<file path="src/rtl/mips_pkg.sv">
// Shared definitions for the multi-cycle MIPS control unit.
//   - state_t      : controller FSM states
//   - OP_*         : opcodes recognised in S_DECODE
//   - FN_*         : R-type funct codes
//   - ALU_*        : ALU operation codes, ALU_CODE_W bits, zero-extended at the top level
//   - is_wait_state: states in which the memory-wait timeout counter runs
package mips_pkg;

  typedef enum logic [3:0] {
    S_FETCH,
    S_DECODE,
    S_EXEC_R,
    S_WB_R,
    S_EXEC_I,
    S_WB_I,
    S_MEM_RD,
    S_WB_MEM,
    S_MEM_WR,
    S_BRANCH
  } state_t;

  localparam logic [5:0] OP_RTYPE = 6'h00;
  localparam logic [5:0] OP_ADDI  = 6'h08;
  localparam logic [5:0] OP_LW    = 6'h23;
  localparam logic [5:0] OP_SW    = 6'h2B;
  localparam logic [5:0] OP_BEQ   = 6'h04;

  localparam logic [5:0] FN_ADD = 6'h20;
  localparam logic [5:0] FN_SUB = 6'h22;
  localparam logic [5:0] FN_AND = 6'h24;
  localparam logic [5:0] FN_OR  = 6'h25;
  localparam logic [5:0] FN_SLT = 6'h2A;

  localparam int ALU_CODE_W = 3;
  typedef logic [ALU_CODE_W-1:0] alu_code_t;

  localparam alu_code_t ALU_ADD = 3'd0;
  localparam alu_code_t ALU_SUB = 3'd1;
  localparam alu_code_t ALU_AND = 3'd2;
  localparam alu_code_t ALU_OR  = 3'd3;
  localparam alu_code_t ALU_SLT = 3'd4;

  function automatic logic is_wait_state(input state_t s);
    return (s == S_FETCH) || (s == S_MEM_RD) || (s == S_MEM_WR);
  endfunction

endpackage

</file>
<file path="src/rtl/mips_mc_ctrl_if.sv">
// Control bus between the multi-cycle controller and the data_path.
//   master : controller side (receives opcode/funct/zero/mem_ready, drives controls and flags)
//   slave  : data_path side
// Parameter ALU_SEL_W sets the width of ALUSelector.
interface mips_mc_ctrl_if #(
  parameter int ALU_SEL_W = 3
);
  logic [5:0]           opcode;
  logic [5:0]           funct;
  logic                 zero;
  logic                 mem_ready;
  logic                 MemaReg;
  logic                 enWrSram;
  logic [ALU_SEL_W-1:0] ALUSelector;
  logic                 enWriteMemory;
  logic                 ftePC;
  logic                 enablePC;
  logic                 fteALU;
  logic                 regDst;
  logic                 instr_done;
  logic                 err_illegal;
  logic                 err_timeout;

  modport master (
    input  opcode, funct, zero, mem_ready,
    output MemaReg, enWrSram, ALUSelector, enWriteMemory, ftePC, enablePC,
           fteALU, regDst, instr_done, err_illegal, err_timeout
  );

  modport slave (
    output opcode, funct, zero, mem_ready,
    input  MemaReg, enWrSram, ALUSelector, enWriteMemory, ftePC, enablePC,
           fteALU, regDst, instr_done, err_illegal, err_timeout
  );
endinterface

</file>
<file path="src/rtl/mips_alu_dec.sv">
// Combinational R-type funct -> ALU operation decode.
//   funct   : instr[5:0]
//   alu_sel : ALU operation code (ALU_ADD when funct is unknown)
//   valid   : 1 when funct is a supported operation
module mips_alu_dec
  import mips_pkg::*;
(
  input  logic [5:0] funct,
  output alu_code_t  alu_sel,
  output logic       valid
);

  always_comb begin
    alu_sel = ALU_ADD;
    valid   = 1'b1;
    case (funct)
      FN_ADD:  alu_sel = ALU_ADD;
      FN_SUB:  alu_sel = ALU_SUB;
      FN_AND:  alu_sel = ALU_AND;
      FN_OR:   alu_sel = ALU_OR;
      FN_SLT:  alu_sel = ALU_SLT;
      default: valid   = 1'b0;
    endcase
  end

endmodule

</file>
<file path="src/rtl/mips_mc_ctrl.sv">
// Multi-cycle decode FSM driving the MIPS data_path control set.
// Ports:
//   clk : rising-edge clock
//   rst : synchronous active-high reset; all outputs read 0 while it is high
//   bus : mips_mc_ctrl_if.master -- opcode/funct/zero/mem_ready in,
//         MemaReg/enWrSram/ALUSelector/enWriteMemory/ftePC/enablePC/fteALU/regDst,
//         instr_done pulse and sticky err_illegal/err_timeout out
// Parameters: ALU_SEL_W (>=3), MEM_TIMEOUT (max memory wait), TMO_W (2**TMO_W > MEM_TIMEOUT).
// Optional feature: define MIPS_MC_CTRL_BRANCH_EN to execute beq (opcode 0x04);
// otherwise beq is reported as illegal.
module mips_mc_ctrl
  import mips_pkg::*;
#(
  parameter int ALU_SEL_W   = 3,
  parameter int MEM_TIMEOUT = 15,
  parameter int TMO_W       = 4
) (
  input  logic           clk,
  input  logic           rst,
  mips_mc_ctrl_if.master bus
);

  if (ALU_SEL_W < ALU_CODE_W) begin : g_chk_alu_w
    $error("mips_mc_ctrl: ALU_SEL_W must be at least 3");
  end
  if ((64'd1 << TMO_W) <= 64'(MEM_TIMEOUT)) begin : g_chk_tmo_w
    $error("mips_mc_ctrl: TMO_W too narrow for MEM_TIMEOUT");
  end

  localparam logic [TMO_W-1:0] TMO_LIMIT = TMO_W'(MEM_TIMEOUT);

  state_t           state_q, state_d;
  logic [TMO_W-1:0] tmo_q, tmo_d;
  logic [5:0]       op_q, op_d;
  logic [5:0]       fn_q, fn_d;
  logic             err_illegal_q, err_illegal_d;
  logic             err_timeout_q, err_timeout_d;

  alu_code_t dec_sel;
  logic      dec_valid;
  logic      tmo_hit;
  logic      op_illegal;

  logic      mema_reg, en_wr_sram, en_write_mem, fte_pc, enable_pc, fte_alu, reg_dst, instr_done;
  alu_code_t alu_sel;
  logic [ALU_SEL_W-1:0] alu_sel_ext;

  // R-type decode works on the funct latched in S_DECODE, so the data_path
  // may change the instruction inputs once decode has passed.
  mips_alu_dec u_alu_dec (
    .funct   (fn_q),
    .alu_sel (dec_sel),
    .valid   (dec_valid)
  );

  // mem_ready arriving in the limit cycle wins over the abort.
  assign tmo_hit = (tmo_q == TMO_LIMIT) && !bus.mem_ready;

  always_ff @(posedge clk) begin
    if (rst) begin
      state_q       <= S_FETCH;
      tmo_q         <= '0;
      op_q          <= '0;
      fn_q          <= '0;
      err_illegal_q <= 1'b0;
      err_timeout_q <= 1'b0;
    end else begin
      state_q       <= state_d;
      tmo_q         <= tmo_d;
      op_q          <= op_d;
      fn_q          <= fn_d;
      err_illegal_q <= err_illegal_d;
      err_timeout_q <= err_timeout_d;
    end
  end

  always_comb begin
    state_d       = state_q;
    op_d          = op_q;
    fn_d          = fn_q;
    err_illegal_d = err_illegal_q;
    err_timeout_d = err_timeout_q;
    op_illegal    = 1'b0;
    mema_reg      = 1'b0;
    en_wr_sram    = 1'b0;
    en_write_mem  = 1'b0;
    fte_pc        = 1'b0;
    enable_pc     = 1'b0;
    fte_alu       = 1'b0;
    reg_dst       = 1'b0;
    instr_done    = 1'b0;
    alu_sel       = ALU_ADD;

    case (state_q)
      S_FETCH: begin
        if (bus.mem_ready) begin
          enable_pc = 1'b1;
          state_d   = S_DECODE;
        end else if (tmo_hit) begin
          err_timeout_d = 1'b1;
        end
      end

      S_DECODE: begin
        op_d = bus.opcode;
        fn_d = bus.funct;
        case (bus.opcode)
          OP_RTYPE:              state_d = S_EXEC_R;
          OP_ADDI, OP_LW, OP_SW: state_d = S_EXEC_I;
`ifdef MIPS_MC_CTRL_BRANCH_EN
          OP_BEQ:                state_d = S_BRANCH;
`else
          OP_BEQ:                op_illegal = 1'b1;
`endif
          default:               op_illegal = 1'b1;
        endcase
        if (op_illegal) begin
          err_illegal_d = 1'b1;
          instr_done    = 1'b1;
          state_d       = S_FETCH;
        end
      end

      S_EXEC_R: begin
        if (dec_valid) begin
          alu_sel = dec_sel;
          state_d = S_WB_R;
        end else begin
          err_illegal_d = 1'b1;
          instr_done    = 1'b1;
          state_d       = S_FETCH;
        end
      end

      S_WB_R: begin
        alu_sel    = dec_sel;
        reg_dst    = 1'b1;
        en_wr_sram = 1'b1;
        instr_done = 1'b1;
        state_d    = S_FETCH;
      end

      S_EXEC_I: begin
        fte_alu = 1'b1;
        case (op_q)
          OP_ADDI: state_d = S_WB_I;
          OP_LW:   state_d = S_MEM_RD;
          default: state_d = S_MEM_WR;  // only sw reaches here otherwise
        endcase
      end

      S_WB_I: begin
        fte_alu    = 1'b1;
        en_wr_sram = 1'b1;
        instr_done = 1'b1;
        state_d    = S_FETCH;
      end

      S_MEM_RD: begin
        fte_alu = 1'b1;
        if (bus.mem_ready) begin
          state_d = S_WB_MEM;
        end else if (tmo_hit) begin
          err_timeout_d = 1'b1;
          state_d       = S_FETCH;
        end
      end

      S_WB_MEM: begin
        mema_reg   = 1'b1;
        en_wr_sram = 1'b1;
        instr_done = 1'b1;
        state_d    = S_FETCH;
      end

      S_MEM_WR: begin
        fte_alu = 1'b1;
        if (bus.mem_ready) begin
          en_write_mem = 1'b1;
          instr_done   = 1'b1;
          state_d      = S_FETCH;
        end else if (tmo_hit) begin
          // abort cycle: the write strobe drops here
          err_timeout_d = 1'b1;
          state_d       = S_FETCH;
        end else begin
          en_write_mem = 1'b1;
        end
      end

`ifdef MIPS_MC_CTRL_BRANCH_EN
      S_BRANCH: begin
        alu_sel = ALU_SUB;
        if (bus.zero) begin
          fte_pc    = 1'b1;
          enable_pc = 1'b1;
        end
        instr_done = 1'b1;
        state_d    = S_FETCH;
      end
`endif

      default: state_d = S_FETCH;
    endcase

    // The counter only accumulates while parked in a wait state; any move
    // (including the timeout abort back into S_FETCH) restarts it.
    if ((state_d != state_q) || tmo_hit || !is_wait_state(state_q)) begin
      tmo_d = '0;
    end else begin
      tmo_d = tmo_q + 1'b1;
    end

    if (rst) begin
      mema_reg     = 1'b0;
      en_wr_sram   = 1'b0;
      en_write_mem = 1'b0;
      fte_pc       = 1'b0;
      enable_pc    = 1'b0;
      fte_alu      = 1'b0;
      reg_dst      = 1'b0;
      instr_done   = 1'b0;
      alu_sel      = ALU_ADD;
    end
  end

`ifndef MIPS_MC_CTRL_BRANCH_EN
  logic unused_zero;
  assign unused_zero = bus.zero;
`endif

  genvar gi;
  for (gi = 0; gi < ALU_SEL_W; gi++) begin : g_alu_ext
    if (gi < ALU_CODE_W) begin : g_lo
      assign alu_sel_ext[gi] = alu_sel[gi];
    end else begin : g_hi
      assign alu_sel_ext[gi] = 1'b0;
    end
  end

  assign bus.MemaReg       = mema_reg;
  assign bus.enWrSram      = en_wr_sram;
  assign bus.ALUSelector   = alu_sel_ext;
  assign bus.enWriteMemory = en_write_mem;
  assign bus.ftePC         = fte_pc;
  assign bus.enablePC      = enable_pc;
  assign bus.fteALU        = fte_alu;
  assign bus.regDst        = reg_dst;
  assign bus.instr_done    = instr_done;
  assign bus.err_illegal   = err_illegal_q && !rst;
  assign bus.err_timeout   = err_timeout_q && !rst;

endmodule

</file>
<file path="src/flat_wrapper.sv">
// flat-port wrapper written by rule: the top's interface ports become plain ports
module mips_mc_ctrl_flat import mips_pkg::*;
#(
  parameter int ALU_SEL_W   = 3,
  parameter int MEM_TIMEOUT = 15,
  parameter int TMO_W       = 4
)
  (clk, rst, bus_opcode, bus_funct, bus_zero, bus_mem_ready, bus_MemaReg, bus_enWrSram, bus_ALUSelector, bus_enWriteMemory, bus_ftePC, bus_enablePC, bus_fteALU, bus_regDst, bus_instr_done, bus_err_illegal, bus_err_timeout);
  mips_mc_ctrl_if #(.ALU_SEL_W(ALU_SEL_W)) bus_i ();
  input  logic clk;
  input  logic rst;
  input wire logic [$bits(bus_i.opcode)-1:0] bus_opcode;
  input wire logic [$bits(bus_i.funct)-1:0] bus_funct;
  input wire logic [$bits(bus_i.zero)-1:0] bus_zero;
  input wire logic [$bits(bus_i.mem_ready)-1:0] bus_mem_ready;
  output wire logic [$bits(bus_i.MemaReg)-1:0] bus_MemaReg;
  output wire logic [$bits(bus_i.enWrSram)-1:0] bus_enWrSram;
  output wire logic [$bits(bus_i.ALUSelector)-1:0] bus_ALUSelector;
  output wire logic [$bits(bus_i.enWriteMemory)-1:0] bus_enWriteMemory;
  output wire logic [$bits(bus_i.ftePC)-1:0] bus_ftePC;
  output wire logic [$bits(bus_i.enablePC)-1:0] bus_enablePC;
  output wire logic [$bits(bus_i.fteALU)-1:0] bus_fteALU;
  output wire logic [$bits(bus_i.regDst)-1:0] bus_regDst;
  output wire logic [$bits(bus_i.instr_done)-1:0] bus_instr_done;
  output wire logic [$bits(bus_i.err_illegal)-1:0] bus_err_illegal;
  output wire logic [$bits(bus_i.err_timeout)-1:0] bus_err_timeout;
  assign bus_i.opcode = bus_opcode;
  assign bus_i.funct = bus_funct;
  assign bus_i.zero = bus_zero;
  assign bus_i.mem_ready = bus_mem_ready;
  assign bus_MemaReg = bus_i.MemaReg;
  assign bus_enWrSram = bus_i.enWrSram;
  assign bus_ALUSelector = bus_i.ALUSelector;
  assign bus_enWriteMemory = bus_i.enWriteMemory;
  assign bus_ftePC = bus_i.ftePC;
  assign bus_enablePC = bus_i.enablePC;
  assign bus_fteALU = bus_i.fteALU;
  assign bus_regDst = bus_i.regDst;
  assign bus_instr_done = bus_i.instr_done;
  assign bus_err_illegal = bus_i.err_illegal;
  assign bus_err_timeout = bus_i.err_timeout;
  mips_mc_ctrl #(.ALU_SEL_W(ALU_SEL_W), .MEM_TIMEOUT(MEM_TIMEOUT), .TMO_W(TMO_W)) u_core (.clk(clk), .rst(rst), .bus(bus_i));
endmodule
</file>
<file path="config.mk">
export PLATFORM = sky130hd
export DESIGN_NAME = mips_mc_ctrl_flat
export DESIGN_NICKNAME = d
export VERILOG_FILES = /design/src/rtl/mips_pkg.sv /design/src/rtl/mips_mc_ctrl_if.sv /design/src/rtl/mips_alu_dec.sv /design/src/rtl/mips_mc_ctrl.sv /design/src/flat_wrapper.sv
export SDC_FILE = /design/constraint.sdc
export NUM_CORES = 1
export LEC_CHECK = 0
export BUFFER_PORTS_ARGS = -buffer_cell sky130_fd_sc_hd__clkbuf_2
export CAP_MARGIN = 30
export CORE_AREA = 8 8 57 59
export CTS_BUF_LIST = sky130_fd_sc_hd__clkbuf_4 sky130_fd_sc_hd__clkbuf_8
export DETAILED_ROUTE_END_ITERATION = 7
export DIE_AREA = 0 0 65 67
export PLACE_DENSITY_LB_ADDON = 0.3
export SYNTH_ARGS = -nofsm -noshare
export SYNTH_HDL_FRONTEND = slang
export SYNTH_HIERARCHICAL = 1
export SYNTH_SLANG_ARGS = --single-unit
</file>
<file path="constraint.sdc">
create_clock -name clk -period 2.5 [get_ports clk]
set_clock_uncertainty 0.15 [all_clocks]
set_input_delay 0.5 -clock clk [delete_from_list [all_inputs] [get_ports clk]]
set_output_delay 0.5 -clock clk [all_outputs]
set_load 0.02 [all_outputs]
</file>
**Word-level counts from Yosys, hierarchy flattened**

Index checks and enable logic that the tools add are counted.

- Bits in registers: 22
- Input bits: 16
- Output and inout port bits: 13
- Logic and storage cells: 90

- $add $sub $neg: 1
- Eq/ne operators: 22
- Multiplexer cells: 38
- Bitwise operators: 1
- Reductions and logical operators: 22

Operator list:

| operator | count |
|---|---|
| $eq 6x6->1 const B | 8 |
| $pmux 4 s6 | 1 |
| $mux 1 | 23 |
| $mux 4 | 5 |
| $eq 4x3->1 const B | 4 |
| $pmux 4 s2 | 2 |
| $eq 6x4->1 const B | 2 |
| $pmux 3 s4 | 1 |
| $reduce_or 3->1 | 3 |
| $eq 4x2->1 const B | 2 |
| $eq 4x4->1 const B | 2 |
| $reduce_or 4->1 | 2 |
| $logic_not 6->1 | 1 |
| $mux 3 | 2 |
| $pmux 3 s2 | 1 |
| $reduce_and 3->1 | 2 |
| $reduce_or 5->1 | 1 |
| $add 4x1->4 const B | 1 |
| $eq 4x1->1 const B | 1 |
| $logic_not 4->1 | 1 |
| $logic_or 1x1->1 | 4 |
| $ne 4x4->1 | 1 |
| $pmux 1 s4 | 1 |
| $logic_and 1x1->1 | 3 |
| 8 further kinds | 10 |

**Depth between registers and ports, before layout**

Gate-level depths: netlist of the first run.

- Depth in word-level cells: 10
- Mapped depth: 6
- Mapped depth without buffers: 6

**Modules after synthesis**

Netlist of the first run, hierarchy kept.

Modules (own cells, without submodules):

| module | instances | cells each | area each (µm²) | seq. area each (µm²) |
|---|---|---|---|---|
| mips_mc_ctrl | 1 | 150 | 1159.9 | 440.4 |
| mips_alu_dec | 1 | 10 | 83.8 | 0.0 |

**Worst setup path before layout of the first run**

Ideal clock, no wire load.

- Path type: flip-flop to output port
- Start: register u_core.fn_q[2]
- End: output bus_ALUSelector[0]
- Arrival: 1.498 ns
- Data required time: 1.850 ns
- Slack: 0.352 ns
- Cell stages (with the launch flop): 6
- Path through: dfxtp_1 > mux2_2 > nor3_1 > nor2_1 > nor4_1 > and2_1

- Longest elaborated chain between the ends: 6
- Elaborated cells on any way between the ends: 11
- Those cells by class: eq/ne: 5; mux: 5; reduce/logical: 1

Ends and longest elaborated chain:

| what | RTL line | RTL |
|---|---|---|
| from (decl) | mips_mc_ctrl.sv:35 | `logic [5:0] fn_q, fn_d;` |
| from (signal assigned) | mips_mc_ctrl.sv:71 | `fn_q <= fn_d;` |
| $eq 6x6->1 | mips_alu_dec.sv:16 | `case (funct)` |
| $reduce_or 5->1 (no line) (*) | - |  |
| $mux 1 (*) | mips_alu_dec.sv:16 |  |
| net u_core.dec_valid | mips_mc_ctrl.sv:40 | `logic dec_valid;` |
| $mux 3 (*) | mips_mc_ctrl.sv:125 | `if (dec_valid) begin` |
| $pmux 3 s2 (*) | mips_mc_ctrl.sv:94 | `case (state_q)` |
| $mux 3 (*) | mips_mc_ctrl.sv:214 | `if (rst) begin` |
| to (decl) | flat_wrapper.sv:18 | `output wire logic [$bits(bus_i.ALUSelector)-1:0] bus_ALUSelector;` |

The timed path passes the listed nets; every way through them passes the cells marked *.

**Worst setup path after layout of the first run**

- Start: register u_core.state_q[1]
- End: output bus_instr_done

- Longest elaborated chain between the ends: 4
- Elaborated cells on any way between the ends: 9
- Those cells by class: eq/ne: 6; mux: 2; reduce/logical: 1

Ends and longest elaborated chain:

| what | RTL line | RTL |
|---|---|---|
| from (decl) | mips_mc_ctrl.sv:32 | `state_t state_q, state_d;` |
| from (signal assigned) | mips_mc_ctrl.sv:68 | `state_q <= state_d;` |
| $eq 4x3->1 or $eq 4x2->1 (tied branches) | mips_mc_ctrl.sv:94 |  |
| $reduce_or 3->1 (no line) | - |  |
| $pmux 1 s4 (*) | mips_mc_ctrl.sv:94 |  |
| $mux 1 (*) | mips_mc_ctrl.sv:214 |  |
| to (decl) | flat_wrapper.sv:24 | `output wire logic [$bits(bus_i.instr_done)-1:0] bus_instr_done;` |

Every way passes the cells marked *; elsewhere a longest branch is shown, timed or not.

==> run_results.csv, run 1 <==
group,metric,value,unit
status,outcome,"complete, no violations",
synth,syn_nets,177,
synth,synthCells,160,
placement,dpl_worst_slack,0.0668,ns
synth,synth_compound_area_share,14.8,%
synth,async_flop_share,0,%
final_layout,fin_area,1530,sq um
setup_path,r2r-start,"u_core/state_q[1]",
synth,synthDistinctLibCells,45,
synth,yosysSeqAreaShare,35.4,%
routing,wirelength,2.89,mm
routing,drtIter0Drc,38,
clock_network,clk_path_buf_depth,2,
global_route,grt_overflow,0,
timing,hold_violations,0,
global_route,grt_pass1_wl,4.76,mm
floorplanning,start_util,52.6,%
synth,synth_seq_cells,22,
routing,avgRoutedWirePerCell,13.3,um
setup_path,cp-start-kind,"flop",
timing,drv_slew,0,
routing,vias,1201,
synth,yosysTopAreaCell,"dfxtp_1",
clock_network,clk_latency,0.30,ns
synth,synth_warnings,6,
timing,slew_headroom,61.7,%
floorplanning,dieArea,4360,sq um
setup_path,rrSetupSlack,0.67,ns
global_route,antenna_found_initial,0,
timing,max_freq,412,MHz
synth,netlist.area_leader.share,35.4,%
final_layout,final_common_cell,"nand2_1",
global_route,grt_max_degree,22,
power_and_ir_drop,peakVddDrop,420,uV
setup_path,worstSetupEndpointType,"primary output",
timing,finalSetupViolCount,0,
routing,vias_per_cell,5.51,
floorplanning,pin_count,29,
timing,fin_crit,2.43,ns
global_route,grt_usage,13.6,%
final_layout,area_growth,22.8,%
synth,synth_top_family_by_area,"simple AND/OR/NAND/NOR gates",
floorplanning,die_y,67,um
synth,netlist_area,1240,sq um
routing,drcViolationCount,0,
setup_path,critPathRequiredTime,1.85,ns
setup_path,crit_path_max_fanout,12,
min_path,hold_depth,3,
floorplanning,rows,18,
final_layout,antenna_cells,0,
clock_network,htreeDepth,1,
power_and_ir_drop,p_leak,0.585,nW
clock_network,clock-sinks,22,
setup_path,worstPathArrival,1.78,ns
final_layout,drive_gt1_share,30.3,%
global_route,grt_pass1_vias,1128,
routing,dr.pass1.iters,4,
clock_network,cts_hold_buf,0,
power_and_ir_drop,cellPowerDensity,486,nW/um^2
timing,timing.hold.ws,0.248,ns
clock_network,clockRootBuffer,"clkbuf_4",
setup_path,r2r_cells,4,
setup_path,r2r-end,"u_core/state_q[1]",
final_layout,final_cell_mix,"29 x nand2_1, 24 x clkbuf_2, 19 x dfxtp_1",
floorplanning,core_area,2360,sq um
timing,tightest_slew,0.571,ns
synth,synth_edf_count,0,
synth,ys.flop_type,"dfxtp_1",
final_layout,design.final.nets,206,
setup_path,critical_path_class,"flop to primary output",
synth,synthTopCellsByArea,"dfxtp_1 35%, nand2_1 8.8%, a21oi_1 6.0%, nor2_1 5.7%, and4b_1 2.4%",
synth,yosys.area_share.simple,39.6,%
clock_network,clk_pin_slew,0.11,ns
timing,worst_slack,0.0745,ns
routing,postRouteAntennaNets,0,
timing,fin_setup_tns,0,ns
min_path,hold_path.startpoint,"bus_funct[1]",
placement,portBuffers,26,
clock_network,tritoncts,"yes",
final_layout,fillers,226,
clock_network,numCtsBuffers,3,
placement,place_area,1400,sq um
synth,synth_fa_ha_area_share,1.01,%
synth,synth_xor_area_share,2.11,%
min_path,min_path_type,"primary input to flop",
synth,synth.avg_cell_area,7.77,sq um
flow_run,cap_violations,0,
min_path,min_to,"u_core/fn_q[1]",
timing,finalCritPeriodShare,97.0,%
power_and_ir_drop,finalPower,742,uW
synth,synth_mux_area_share,0.905,%
placement,dp_hpwl,2.20,mm
floorplanning,die_x,65,um
placement,gp_congestion,0.861,
final cells by class:
type                       count  area [sq um]  share of cell area, %
inverter                       4          15.0                  0.983
clock buffer                   3          22.5                   1.47
timing repair buffer          34           199                   13.0
multi-input combinational    124           777                   50.9
sequential                    22           447                   29.2
tap                           30          37.5                   2.46
clock inverter                 1          30.0                   1.97
flip-flops by register name, indices dropped and copies added, names as in the netlist:
| signal | flops |
|---|---|
| u_core/fn_q | 6 |
| u_core/tmo_q | 4 |
| u_core/err_illegal_q | 1 |
| u_core/op_q | 6 |
| u_core/err_timeout_q | 1 |
| u_core/state_q | 4 |
power breakdown:
group | internal (mW) | leakage [nW] | switching, mW
Combinational | 0.0433 | 0.376 | 0.0610
Sequential | 0.364 | 0.181 | 0.00907
Clock | 0.162 | 0.0279 | 0.103
Total | 0.569 | 0.585 | 0.173
worst max-delay path: stages (launching register included):
cell and delay, ns:
dfxtp_4 0.41, or4b_4 0.55, nor3_4 0.15, a21oi_2 0.06, a21oi_2 0.13, buf_2 0.18
synthesized netlist by cell type, drive strengths merged, types with 2 or more instances:
| cell type | instances |
|---|---|
| a21oi | 17 |
| a31oi | 3 |
| and2 | 4 |
| and4b | 3 |
| buf | 7 |
| clkbuf | 3 |
| dfxtp | 22 |
| inv | 4 |
| nand2 | 29 |
| nand2b | 3 |
| nand3 | 4 |
| nand3b | 2 |
| nand4b | 2 |
| nor2 | 19 |
| nor2b | 2 |
| nor3 | 6 |
| nor3b | 2 |
| nor4b | 3 |
| o21ai | 2 |
| o2bb2ai | 2 |
| or3 | 2 |
| xnor2 | 2 |
metrics by stage:
step,cells,util (%)
finish,218,64.6
global route,218,64.6
CTS,217,63.9
detailed placement,212,59.2
global placement,212,59.2
floorplan,160,-
what timing repair did:
action | 4_1_cts | 5_1_grt
setup endpoints to repair | 5 | 4
gates cloned | 0 | 0
buffers inserted | 1 | 1
resized for setup | 13 | 3
pin swaps | 2 | 2
per-layer routing:
layer	up-vias	GRT usage (%)	wire [um]
li1	609	-	-
met1	551	15.5	1280
met2	37	23.6	1380
met3	4	3.86	198
met4	0	5.45	35
met5	-	0	0
worst max path at each step:
| stage | slack [ns] | from | cells after the start | to |
|---|---|---|---|---|
| after global placement | 0.23 | u_core/fn_q[2] | 7 | bus_instr_done |
| after CTS | -0.003 | u_core/fn_q[2] | 6 | bus_ALUSelector[1] |
| final | 0.07 | u_core/state_q[1] | 5 | bus_instr_done |
| after global routing | -0.007 | u_core/state_q[1] | 5 | bus_instr_done |
| after floorplan | 0.35 | u_core/fn_q[2] | 5 | bus_ALUSelector[0] |
| after detailed placement | 0.07 | u_core/fn_q[2] | 6 | bus_ALUSelector[1] |
kinds of logic (layout without fill, tap and decap cells):
family,count (synthesis),in the layout
simple gates,89,89
compound gates,29,29
flops,22,22
buf+inv,14,42
xor+xnor,3,3
fa+ha+maj,1,1
other cells,1,1
mux,1,1
Note: power is estimated with default switching activity, not from simulation.
==> run 2, diff against run 1 <==
--- a/config.mk
+++ b/config.mk
@@ -7,10 +7,10 @@
 export LEC_CHECK = 0
 export BUFFER_PORTS_ARGS = -buffer_cell sky130_fd_sc_hd__clkbuf_2
 export CAP_MARGIN = 30
-export CORE_AREA = 8 8 57 59
+export CORE_AREA = 8 8 80 82
 export CTS_BUF_LIST = sky130_fd_sc_hd__clkbuf_4 sky130_fd_sc_hd__clkbuf_8
 export DETAILED_ROUTE_END_ITERATION = 7
-export DIE_AREA = 0 0 65 67
+export DIE_AREA = 0 0 88 90
 export PLACE_DENSITY_LB_ADDON = 0.3
 export SYNTH_ARGS = -nofsm -noshare
 export SYNTH_HDL_FRONTEND = slang
==> run 2 against run 1 <==
Compared with the run above:
- first-iteration DRC count grew to 2.7 times the previous value
- highest routed layer unchanged
- cell count grew 20%
- sequential share of layout area shrank 1.7 points
- die area grew 82%
- power grew 9.7%
- maximum frequency grew 0.47%
- hold slack gained 0.044 ns
- non-clock buffer count grew 2
- combinational power grew 5%
- global-route usage shrank 5.5 points
==> run_results.csv, run 2 (synthesis gave the netlist of run 1 again) <==
group,metric,value,unit
timing,fin_crit,2.41,ns
setup_path,worstPathCellList,"or4b_4 > nor3_4 > a21oi_2 > a21oi_2 > buf_4",
clock_network,numCtsBuffers,3,
clock_network,clk_latency,0.26,ns
final_layout,area_growth,30.1,%
setup_path,cp_common_cell,"a21oi_2",
final_layout,final_common_cell,"nand2_1",
routing,wirelength,3.09,mm
clock_network,cts_hold_buf,0,
global_route,grt_pass1_wl,5.23,mm
setup_path,critPathSlowestCell,"or4b_4",
clock_network,clk_path_buf_depth,2,
global_route,grt_usage,8.10,%
final_layout,layout.cells.non_filler,262,
timing,slew_headroom,60.7,%
setup_path,crit_path_max_fanout,6,
placement,place_area,1460,sq um
clock_network,tritoncts,"yes",
timing,max_freq,414,MHz
floorplanning,dieArea,7920,sq um
final_layout,largestRegisters,"u_core/fn_q x6, u_core/op_q x6",
min_path,min_path_type,"primary input to flop",
placement,portBuffers,26,
routing,vias_per_cell,4.56,
flow_run,cap_violations,0,
setup_path,cp-start-kind,"flop",
floorplanning,pin_count,29,
global_route,antenna_found_initial,0,
floorplanning,rows,27,
setup_path,critical-path-top-delay-family,"simple AND/OR/NAND/NOR gates",
setup_path,critPathRequiredTime,1.85,ns
timing,finalCritPeriodShare,96.6,%
timing,rsz0062_at_grt,"false",
floorplanning,start_util,23.8,%
setup_path,critPathMaxStageDelay,0.60,ns
final_layout,antenna_cells,0,
routing,drtIter0Drc,104,
setup_path,worstPathArrival,1.76,ns
routing,vias,1196,
clock_network,clock-sinks,22,
setup_path,r2r-start,"u_core/state_q[2]",
floorplanning,die_y,90,um
timing,hold_violations,0,
clock_network,htreeDepth,1,
clock_network,clk_pin_slew,0.08,ns
setup_path,cp_num_buf_inv,1,
final_layout,fillers,586,
timing,fin_setup_tns,0,ns
floorplanning,die_x,88,um
routing,drcViolationCount,0,
timing,tightest_slew,0.587,ns
final_layout,drive_gt1_share,30.0,%
global_route,grt_overflow,0,
setup_path,critical_path_class,"flop to primary output",
setup_path,crit_start,"u_core/state_q[3]",
routing,highest_layer,"met4",
setup_path,worstSetupEndpointType,"primary output",
routing,route.met3.wl,114,um
timing,finalSetupViolCount,0,
final_layout,design.final.nets,208,
global_route,grt_max_degree,18,
final_layout,final_cell_mix,"29 x nand2_1, 22 x clkbuf_2, 20 x dfxtp_1",
routing,postRouteAntennaNets,0,
placement,dp.cells,255,
routing,met2_length,1.65,mm
power_and_ir_drop,cellPowerDensity,504,nW/um^2
global_route,grt_pass1_vias,1145,
min_path,hold_path.startpoint,"bus_funct[2]",
power_and_ir_drop,peakVddDrop,191,uV
final_layout,fin_area,1620,sq um
power_and_ir_drop,p_leak,0.605,nW
floorplanning,core_area,5240,sq um
power_and_ir_drop,finalPower,815,uW
timing,drv_slew,0,
routing,wl_met1,1.26,mm
routing,dr.pass1.iters,4,
status,outcome,"complete, no violations",
clock_network,clockRootBuffer,"clkbuf_8",
routing,avgRoutedWirePerCell,11.8,um
placement,gp_congestion,0.755,
placement,dp_hpwl,2.38,mm
[run 2: per-layer routing]
layer / vias up / global-route usage, %
met3: 5 / 1.00
met4: 0 / 4.73
met1: 560 / 8.28
li1: 613 / -
met5: - / 0
met2: 18 / 15.0
[run 2: worst paths after layout]
path	cells after the start	slack, ns	to
setup / recovery	5	0.09	bus_instr_done
hold / removal	3	0.29	u_core/fn_q[2]
hold reg to reg	1	0.30	u_core/tmo_q[0]
setup reg to reg	4	0.62	u_core/state_q[1]
[run 2: worst register-to-register path: cells and delay by family (launching register included)]
kind	cells	cell delay, ns
compound gates	1	0.21
simple gates	3	1.02
flops	1	0.42
[run 2: final cells by class]
type	instances	area, sq um	share of cell area [%]
Tap cell	72	90.1	5.57
Clock buffer	3	41.3	2.55
Sequential cell	22	445	27.5
Inverter	4	15.0	0.928
Clock inverter	1	30.0	1.86
Multi-Input combinational cell	124	783	48.4
Timing Repair Buffer	36	213	13.1
[run 2: through the flow]
stage / setup WS, ns / hold slack, ns / util (%)
after floorplan: 0.352 / 0.268 / -
after global placement: 0.178 / 0.286 / 27.9
after detailed placement: 0.140 / 0.291 / 27.9
after CTS: 0.0405 / 0.288 / 29.5
after global routing: 0.00352 / 0.286 / 30.9
final: 0.0859 / 0.293 / 30.9
[run 2: where the power goes]
group          switching [mW]  internal [mW]  total [mW]  leakage, nW
clock                   0.118          0.214       0.332       0.0357
combinational          0.0616         0.0475       0.109        0.389
sequential             0.0101          0.364       0.374        0.180
total                   0.189          0.625       0.815        0.605
[run 2: timing repair]
item,in CTS,in global routing
pin swaps,0,3
cloned,0,0
setup endpoints to repair,4,6
gates resized for setup,4,16
setup buffers,0,3
